`src/rtl/nibble_serial_adder_ctrl_pkg.sv`:
```
// Shared definitions for the nibble-serial adder controller: state encoding
// and slice width.
package nibble_serial_adder_ctrl_pkg;

    localparam logic [1:0] ST_IDLE = 2'd0;
    localparam logic [1:0] ST_RUN  = 2'd1;
    localparam logic [1:0] ST_DONE = 2'd2;

    localparam int NIBBLE_W = 4;

    typedef enum logic [1:0] {
        S_IDLE = ST_IDLE,
        S_RUN  = ST_RUN,
        S_DONE = ST_DONE
    } state_e;

endpackage

```
`src/rtl/nibble_serial_adder_ctrl_if.sv`:
```
// Request/result bundle between a requester (master) and the nibble-serial
// adder controller (slave).
interface nibble_serial_adder_ctrl_if
    import nibble_serial_adder_ctrl_pkg::*;
#(
    parameter int NIBBLES = 4
);
    localparam int W = NIBBLE_W * NIBBLES;

    logic         start;
    logic         sub;
    logic         cin;
    logic [W-1:0] a;
    logic [W-1:0] b;
    logic         busy;
    logic         done;
    logic [W-1:0] sum;
    logic         cout;
    logic         ovf;

    modport master (
        output start, sub, cin, a, b,
        input  busy, done, sum, cout, ovf
    );

    modport slave (
        input  start, sub, cin, a, b,
        output busy, done, sum, cout, ovf
    );

endinterface

```
`src/rtl/nibble_serial_adder_ctrl_adder4_nibble.sv`:
```
// Combinational 4-bit ripple adder slice shared across all nibbles of an
// operation.
module adder4_nibble (
    input  logic [3:0] a,
    input  logic [3:0] b,
    input  logic       ci,
    output logic [3:0] s,
    output logic       co
);

    assign {co, s} = {1'b0, a} + {1'b0, b} + {4'b0000, ci};

endmodule

```
`src/rtl/nibble_serial_adder_ctrl.sv`:
```
// Wide add/subtract sequencer: one 4-bit adder is reused over NIBBLES cycles,
// least significant nibble first, with a registered carry between slices.
//
// state  | meaning
// IDLE   | waiting for start; result registers hold the last completion
// RUN    | one nibble per cycle, idx counts 0..NIBBLES-1
// DONE   | one-cycle completion; start here chains straight into RUN
module nibble_serial_adder_ctrl
    import nibble_serial_adder_ctrl_pkg::*;
#(
    parameter int NIBBLES = 4
) (
    input  logic                       clk,
    input  logic                       rst,
    nibble_serial_adder_ctrl_if.slave  bus
);

    localparam int W     = NIBBLE_W * NIBBLES;
    localparam int IDX_W = $clog2(NIBBLES);
    localparam logic [IDX_W-1:0] LAST_IDX = IDX_W'(NIBBLES - 1);

    state_e             state_q,   state_d;
    logic [W-1:0]       op_a_q,    op_a_d;
    logic [W-1:0]       op_b_q,    op_b_d;
    logic [W-1:0]       partial_q, partial_d;
    logic [IDX_W-1:0]   idx_q,     idx_d;
    logic               carry_q,   carry_d;
    logic               a_msb_q,   a_msb_d;
    logic               b_msb_q,   b_msb_d;
    logic [W-1:0]       sum_q,     sum_d;
    logic               cout_q,    cout_d;
    logic               ovf_q,     ovf_d;

    logic [NIBBLE_W-1:0] nib_a;
    logic [NIBBLE_W-1:0] nib_b;
    logic [NIBBLE_W-1:0] nib_s;
    logic                nib_co;
    logic [W-1:0]        op_b_in;
    logic                accept;

    assign nib_a   = op_a_q[idx_q*NIBBLE_W +: NIBBLE_W];
    assign nib_b   = op_b_q[idx_q*NIBBLE_W +: NIBBLE_W];
    assign op_b_in = bus.sub ? ~bus.b : bus.b;
    assign accept  = bus.start && ((state_q == S_IDLE) || (state_q == S_DONE));

    adder4_nibble u_adder (
        .a  (nib_a),
        .b  (nib_b),
        .ci (carry_q),
        .s  (nib_s),
        .co (nib_co)
    );

    always_comb begin
        state_d   = state_q;
        op_a_d    = op_a_q;
        op_b_d    = op_b_q;
        partial_d = partial_q;
        idx_d     = idx_q;
        carry_d   = carry_q;
        a_msb_d   = a_msb_q;
        b_msb_d   = b_msb_q;
        sum_d     = sum_q;
        cout_d    = cout_q;
        ovf_d     = ovf_q;

        case (state_q)
            S_IDLE: ;
            S_RUN: begin
                partial_d[idx_q*NIBBLE_W +: NIBBLE_W] = nib_s;
                carry_d = nib_co;
                idx_d   = idx_q + IDX_W'(1);
                if (idx_q == LAST_IDX) begin
                    // partial_d already carries the final nibble here
                    state_d = S_DONE;
                    idx_d   = '0;
                    sum_d   = partial_d;
                    cout_d  = nib_co;
                    ovf_d   = (a_msb_q == b_msb_q) && (partial_d[W-1] != a_msb_q);
                end
            end
            S_DONE:  state_d = S_IDLE;
            default: state_d = S_IDLE;
        endcase

        if (accept) begin
            state_d = S_RUN;
            op_a_d  = bus.a;
            op_b_d  = op_b_in;
            carry_d = bus.sub ? 1'b1 : bus.cin;
            idx_d   = '0;
            a_msb_d = bus.a[W-1];
            b_msb_d = op_b_in[W-1];
        end
    end

    always_ff @(posedge clk) begin
        if (rst) begin
            state_q   <= S_IDLE;
            op_a_q    <= '0;
            op_b_q    <= '0;
            partial_q <= '0;
            idx_q     <= '0;
            carry_q   <= 1'b0;
            a_msb_q   <= 1'b0;
            b_msb_q   <= 1'b0;
            sum_q     <= '0;
            cout_q    <= 1'b0;
            ovf_q     <= 1'b0;
        end else begin
            state_q   <= state_d;
            op_a_q    <= op_a_d;
            op_b_q    <= op_b_d;
            partial_q <= partial_d;
            idx_q     <= idx_d;
            carry_q   <= carry_d;
            a_msb_q   <= a_msb_d;
            b_msb_q   <= b_msb_d;
            sum_q     <= sum_d;
            cout_q    <= cout_d;
            ovf_q     <= ovf_d;
        end
    end

    assign bus.busy = (state_q == S_RUN);
    assign bus.done = (state_q == S_DONE);
    assign bus.sum  = sum_q;
    assign bus.cout = cout_q;
    assign bus.ovf  = ovf_q;

endmodule

```
`src/flat_wrapper.sv`:
```
// flat-port wrapper written by rule: the top's interface ports become plain ports
module nibble_serial_adder_ctrl_flat import nibble_serial_adder_ctrl_pkg::*;
#(
    parameter int NIBBLES = 4
)
  (clk, rst, bus_start, bus_sub, bus_cin, bus_a, bus_b, bus_busy, bus_done, bus_sum, bus_cout, bus_ovf);
  nibble_serial_adder_ctrl_if #(.NIBBLES(NIBBLES)) bus_i ();
  input  logic clk;
  input  logic rst;
  input wire logic [$bits(bus_i.start)-1:0] bus_start;
  input wire logic [$bits(bus_i.sub)-1:0] bus_sub;
  input wire logic [$bits(bus_i.cin)-1:0] bus_cin;
  input wire logic [$bits(bus_i.a)-1:0] bus_a;
  input wire logic [$bits(bus_i.b)-1:0] bus_b;
  output wire logic [$bits(bus_i.busy)-1:0] bus_busy;
  output wire logic [$bits(bus_i.done)-1:0] bus_done;
  output wire logic [$bits(bus_i.sum)-1:0] bus_sum;
  output wire logic [$bits(bus_i.cout)-1:0] bus_cout;
  output wire logic [$bits(bus_i.ovf)-1:0] bus_ovf;
  assign bus_i.start = bus_start;
  assign bus_i.sub = bus_sub;
  assign bus_i.cin = bus_cin;
  assign bus_i.a = bus_a;
  assign bus_i.b = bus_b;
  assign bus_busy = bus_i.busy;
  assign bus_done = bus_i.done;
  assign bus_sum = bus_i.sum;
  assign bus_cout = bus_i.cout;
  assign bus_ovf = bus_i.ovf;
  nibble_serial_adder_ctrl #(.NIBBLES(NIBBLES)) u_core (.clk(clk), .rst(rst), .bus(bus_i));
endmodule
```
`config.mk`:
```
export PLATFORM = sky130hd
export DESIGN_NAME = nibble_serial_adder_ctrl_flat
export DESIGN_NICKNAME = d
export VERILOG_FILES = /design/src/rtl/nibble_serial_adder_ctrl_pkg.sv /design/src/rtl/nibble_serial_adder_ctrl_if.sv /design/src/rtl/nibble_serial_adder_ctrl_adder4_nibble.sv /design/src/rtl/nibble_serial_adder_ctrl.sv /design/src/flat_wrapper.sv
export SDC_FILE = /design/constraint.sdc
export NUM_CORES = 1
export LEC_CHECK = 0
export BUFFER_PORTS_ARGS = -buffer_cell sky130_fd_sc_hd__buf_2
export CAP_MARGIN = 20
export CORE_UTILIZATION = 40
export DETAILED_ROUTE_END_ITERATION = 8
export PLACE_DENSITY = 0.62
export SETUP_SLACK_MARGIN = 0.05
export SYNTH_ARGS = -nofsm -noshare
export SYNTH_HDL_FRONTEND = slang
export SYNTH_HIERARCHICAL = 1
export SYNTH_SLANG_ARGS = --single-unit
```
`constraint.sdc`:
```
create_clock -name clk -period 2.95 [get_ports clk]
set_clock_uncertainty 0.1 [all_clocks]
set_input_delay 0.7375 -clock clk [delete_from_list [all_inputs] [get_ports clk]]
set_output_delay 0.7375 -clock clk [all_outputs]
set_load 0.005 [all_outputs]
```
After elaboration in Yosys (flattened, before gate mapping)

Cells that the tools add are included.

Bits in registers: 73
Bits of input ports: 37
Output and inout port bits: 20
Word-level logic and storage cells: 48

Add/sub/neg operators: 4
Equal/unequal tests: 8
Shift operators: 4
Muxes and demuxes: 9
Bitwise operators: 2
Reductions and logical operators: 9

Operators with widths:

| cell                    | number |
|---|---|
| $neg 4->34              | 1 |
| $shift 4x34->16 const A | 1 |
| $shiftx 4x34->16        | 1 |
| $shiftx 16x5->4         | 2 |
| $bwmux 16               | 1 |
| $mux 16                 | 1 |
| $not 16->16             | 1 |
| $reduce_and 2->1        | 3 |
| $add 4x4->5             | 1 |
| $add 5x1->5             | 1 |
| $eq 2x2->1 const B      | 2 |
| $mux 1                  | 4 |
| $mux 2                  | 2 |
| $ne 2x1->1 const B      | 2 |
| $pmux 2 s2              | 1 |
| $ne 3x1->1 const B      | 1 |
| $add 2x1->2 const B     | 1 |
| $eq 2x1->1 const B      | 1 |
| $logic_and 1x1->1       | 2 |
| $logic_not 2->1         | 1 |
| $reduce_bool 2->1       | 1 |
| $reduce_or 2->1         | 1 |
| $eq 1x1->1              | 1 |
| $logic_or 1x1->1        | 1 |
| 2 further kinds         | 2 |

Depth between registers and ports, before layout

Word-level depth: 7
Mapped depth: 10
Mapped depth without buffers: 9

Cells and area by module

The synthesis kept the hierarchy.

Modules (own cells, without submodules):

| module                   | instances | cells each | area an instance (µm²) | seq. area each (µm²) |
|---|---|---|---|---|
| nibble_serial_adder_ctrl | 1         | 339        | 3,110.5                | 1,421.4 |
| adder4_nibble            | 1         | 16         | 143.9                  | 0.0 |

Worst setup path after synthesis

OpenSTA, ideal clock, no wires.

Kind: flip-flop to flip-flop
Start point: reg u_core.idx_q[0]
End point: reg u_core.ovf_q (netlist: u_core/bus.ovf)
Setup time: 0.088 ns
Data arrival time: 3.085 ns
Data required time: 2.762 ns
Setup slack: -0.323 ns
Stages on the path, launching flop included: 11
Buffers on the path: 1
Period minus slack after synthesis: 3.273 ns
Cell sequence: dfxtp_1 -> buf_2 -> mux4_2 -> fa_1 -> a21o_1 -> a21oi_2 -> xnor2_1 -> nor2b_1 -> a31oi_2 -> or3_1 -> a311oi_2

Word-level cells in the longest chain between the ends: 7
Elaborated cells between the ends (all ways): 12
Classes of those cells: add/sub: 3; eq/ne: 2; shift: 4; mux: 1; reduce/logical: 2

RTL lines:

| element                | line                                         | source |
|---|---|---|
| from (decl)            | nibble_serial_adder_ctrl.sv:26               | `logic [IDX_W-1:0] idx_q, idx_d;` |
| from (signal assigned) | nibble_serial_adder_ctrl.sv:115              | `idx_q <= idx_d;` |
| $shiftx 16x5->4        | nibble_serial_adder_ctrl.sv:41               | `assign nib_a = op_a_q[idx_q*NIBBLE_W +: NIBBLE_W];` |
| net u_core.nib_a[0]    | nibble_serial_adder_ctrl.sv:34               | `logic [NIBBLE_W-1:0] nib_a;` |
| $add 4x4->5            | nibble_serial_adder_ctrl_adder4_nibble.sv:11 | `assign {co, s} = {1'b0, a} + {1'b0, b} + {4'b0000, ci};` |
| $add 5x1->5            | nibble_serial_adder_ctrl_adder4_nibble.sv:11 |  |
| net u_core.nib_s[3]    | nibble_serial_adder_ctrl.sv:36               | `logic [NIBBLE_W-1:0] nib_s;` |
| $shiftx 4x34->16       | nibble_serial_adder_ctrl.sv:70               | `partial_d[idx_q*NIBBLE_W +: NIBBLE_W] = nib_s;` |
| $bwmux 16              | nibble_serial_adder_ctrl.sv:70               |  |
| $ne 1x1->1             | nibble_serial_adder_ctrl.sv:79               | `ovf_d = (a_msb_q == b_msb_q) && (partial_d[W-1] != a_msb_q);` |
| $logic_and 1x1->1      | nibble_serial_adder_ctrl.sv:79               |  |
| to (signal assigned)   | nibble_serial_adder_ctrl.sv:121              | `ovf_q <= ovf_d;` |
| to (decl)              | nibble_serial_adder_ctrl.sv:32               | `logic ovf_q, ovf_d;` |

The timed path passes the listed nets, and every way through them passes these cells.
A chain may end at the register's enable or synchronous reset.

Final worst setup path

Ends and elaborated chain as after synthesis.

==> run metrics <==
Net Count, Synth=a little over 400; final std cells w/o fill=roughly 520; CP required=between 3 and 4 ns; Pre-Repair DR Iteration Count=4; worst-margin pin slew=approximately 0.59 ns; post-layout instance area=between 3000 and 4000 sq um; Syn Inst Count=355; Fmax=~350 MHz; Hold Crit Class=flip-flop to flip-flop; vias in the first global route=2,409; CTS Buf Count=9; clk buf depth=2; core outline area=7810 sq um; crit path max fanout=8; post-placement cell count=497; H-tree Lvls=3; root buffer cell=clkbuf_8; Psw=roughly 560 uW; post-place setup slack=-0.0140 ns; Site Rows=32; most common cell after layout, fill and taps aside=dfxtp_1; Power, Total=~2.2 mW; die height=between 90 and 100 microns; die area=about 8500 sq um; Max Cap Viol=0; Slew HR=between 60% and 70%; Crit-path slowest cell=mux4_2; clock sink count=slightly above 70; # port buffers=56; Die X=roughly 92 microns; Period minus WS final=2.85 ns; Ys Warns=6; Worst path max stage delay=about 0.53 ns; Initial Util=41.7%; antenna violations before repair=0; clock share of power=38.1%; largest net degree at the start of global routing=52; most frequent cells in the layout=dfxtp_1 (70), buf_2 (56), nor2_1 (51); Power Density=570 nW/um^2; final core occ=between 50% and 60%; CP Capture Type=flip-flop; Gate power share=14.8%; Mean Syn Cell Area=approximately 9.2 sq um; number of DRC markers in iteration 0=just over 70; wire length per cell=between 10 and 15 microns; Final ANT Viol Nets=0; setup TNS=0 ns; period utilisation layout=between 90% and 100%; share of layout cells above drive strength 1=roughly 26%; Final Hold Vio Count=0; Worst-path clk slew=roughly 0.070 ns; max-slew violations=0; placed cell area=around 3700 sq um; outcome=completed; switching part of the total=between 20% and 30%; I/O pin cnt=57; Final Setup Violations=0; Fillers=about 760; Nets=about 460; global-route wire length before repair=around 11 mm; area occupied by multi-input gates=around 1700 sq um; global route overflow=0; WL final=approximately 6.9 mm; Startpoint Class=flip-flop; Synth Cell Area=~3300 sq um; Layout area overhead=20.4%; top post-synthesis cells by area=dfxtp_1 (44%), a211oi_1 (11%), nor2_1 (5.9%); P_int=1.68 mW; Fin Hold WS=between 0.3 and 0.4 ns; Placer Congestion=roughly 0.80; CTS tree=yes; maximum vdd drop=about 0.00022 V; area leader, netlist=dfxtp_1; clk_lat worst skew=approximately 0.35 ns; leakage=around 1.5 nW; post-detail-place hpwl=4.88 mm; register share of total power=47.1%; Cell Chain, Critical Path=mux4_2 > fa_2 > a21o_1 > a21oi_2 > xnor2_2 > nor2b_4 > a31oi_4 > or3_4 > a311oi_2; Via Count=about 2,600; RSZ-0062 raised after global routing=true; vias per cell=5.03; top cell type's share of synthesized area=around 44%; Storage cell area=about 1400 sq um; diode count=0; drt drc=0; fin worst setup slack=around 0.10 ns; share of the yosys chip area belonging to registers=a little over two fifths; Synth cell types=34; Total GRT Usage=~17%; CP arrival=roughly 3 ns; FF+latch count, synth=71; CP Class=flip-flop to flip-flop
repair_timing:
item	CTS	global route
endpoints found under the setup margin	1	7
buffers inserted	2	1
pin swaps	1	6
hold buffers	0	0
gates resized for setup	1	2
state kept, by name (all words and copies together), names as in the netlist:
signal and cells:
u_core/bus.sum 16, u_core/op_a_q 16, u_core/op_b_q 16, u_core/partial_q 16, u_core/idx_q 2, u_core/state_q 2, u_core/bus.cout 1, u_core/bus.ovf 1
u_core/carry_q 1
kinds of logic (layout without fill, tap and decap cells):
| family | after synthesis | count (layout) | synth area share [%] |
|---|---|---|---|
| compound gates | 88 | 88 | 18.6 |
| xor+xnor | 18 | 18 | 4.84 |
| fa+ha+maj | 11 | 11 | 4.69 |
| buf+inv | 34 | 93 | 4.84 |
| flops | 71 | 71 | 43.7 |
| mux | 9 | 9 | 5.96 |
| simple gates | 124 | 124 | 17.3 |
layer usage:
layer	vias up	wire length, microns	GRT usage [%]
met5	-	0	0
met4	0	58	5.21
met3	5	275	4.98
met2	60	3320	28.7
met1	1172	3210	21.5
li1	1358	-	-
final cells by class:
class                      count  share of cell area [%]
tap                          102                    3.26
clock buffer                  14                    4.92
inverter                       7                   0.735
sequential                    71                    36.4
clock inverter                 2                   0.894
multi-input combinational    250                    43.7
timing repair buffer          70                    10.2
critical path, delay by kind of cell (launching register included):
| kind | cells | cell delay (ns) |
|---|---|---|
| muxes | 1 | 0.53 |
| and+or+nand+nor | 2 | 0.53 |
| AOI/OAI and AO/OA | 4 | 0.68 |
| xor gates and xnor gates | 1 | 0.14 |
| DFF | 1 | 0.41 |
| adders and majority gates | 1 | 0.37 |
worst paths after layout:
kind,endpoint,startpoint,slack (ns),depth (start not counted)
worst min register to register,u_core/op_a_q[11],u_core/op_a_q[11],0.36,2
worst max register to register,u_core/bus.ovf,u_core/idx_q[0],0.10,9
worst min-delay path,u_core/op_a_q[11],u_core/op_a_q[11],0.36,2
worst max-delay path,u_core/bus.ovf,u_core/idx_q[0],0.10,9
power by group through the flow:
stage | clock network [mW] | registers (mW) | logic [mW]
global route | 0.914 | 1.06 | 0.373
detailed placement | 0 | 1.07 | 0.317
global placement | 0 | 1.07 | 0.311
floorplan | 0 | 1.06 | 0.242
CTS | 0.875 | 1.05 | 0.324
finish | 0.852 | 1.05 | 0.331
synthesized netlist by cell type (all sizes together):
library cell and count:
dfxtp 71, nor2 51, a211oi 48, nand2 34
nor2b 25, a21oi 19, xnor2 18, a31oi 16
clkbuf 16, buf 11, ha 9, mux4 8
inv 7, nor3 4, nand2b 3, a311oi 2
and2 2, fa 2, nor3b 2, o21ai 2
a21o 1, and2b 1, mux2i 1, nand3 1
or3 1
No activity file was read; power rests on OpenSTA's default activity.
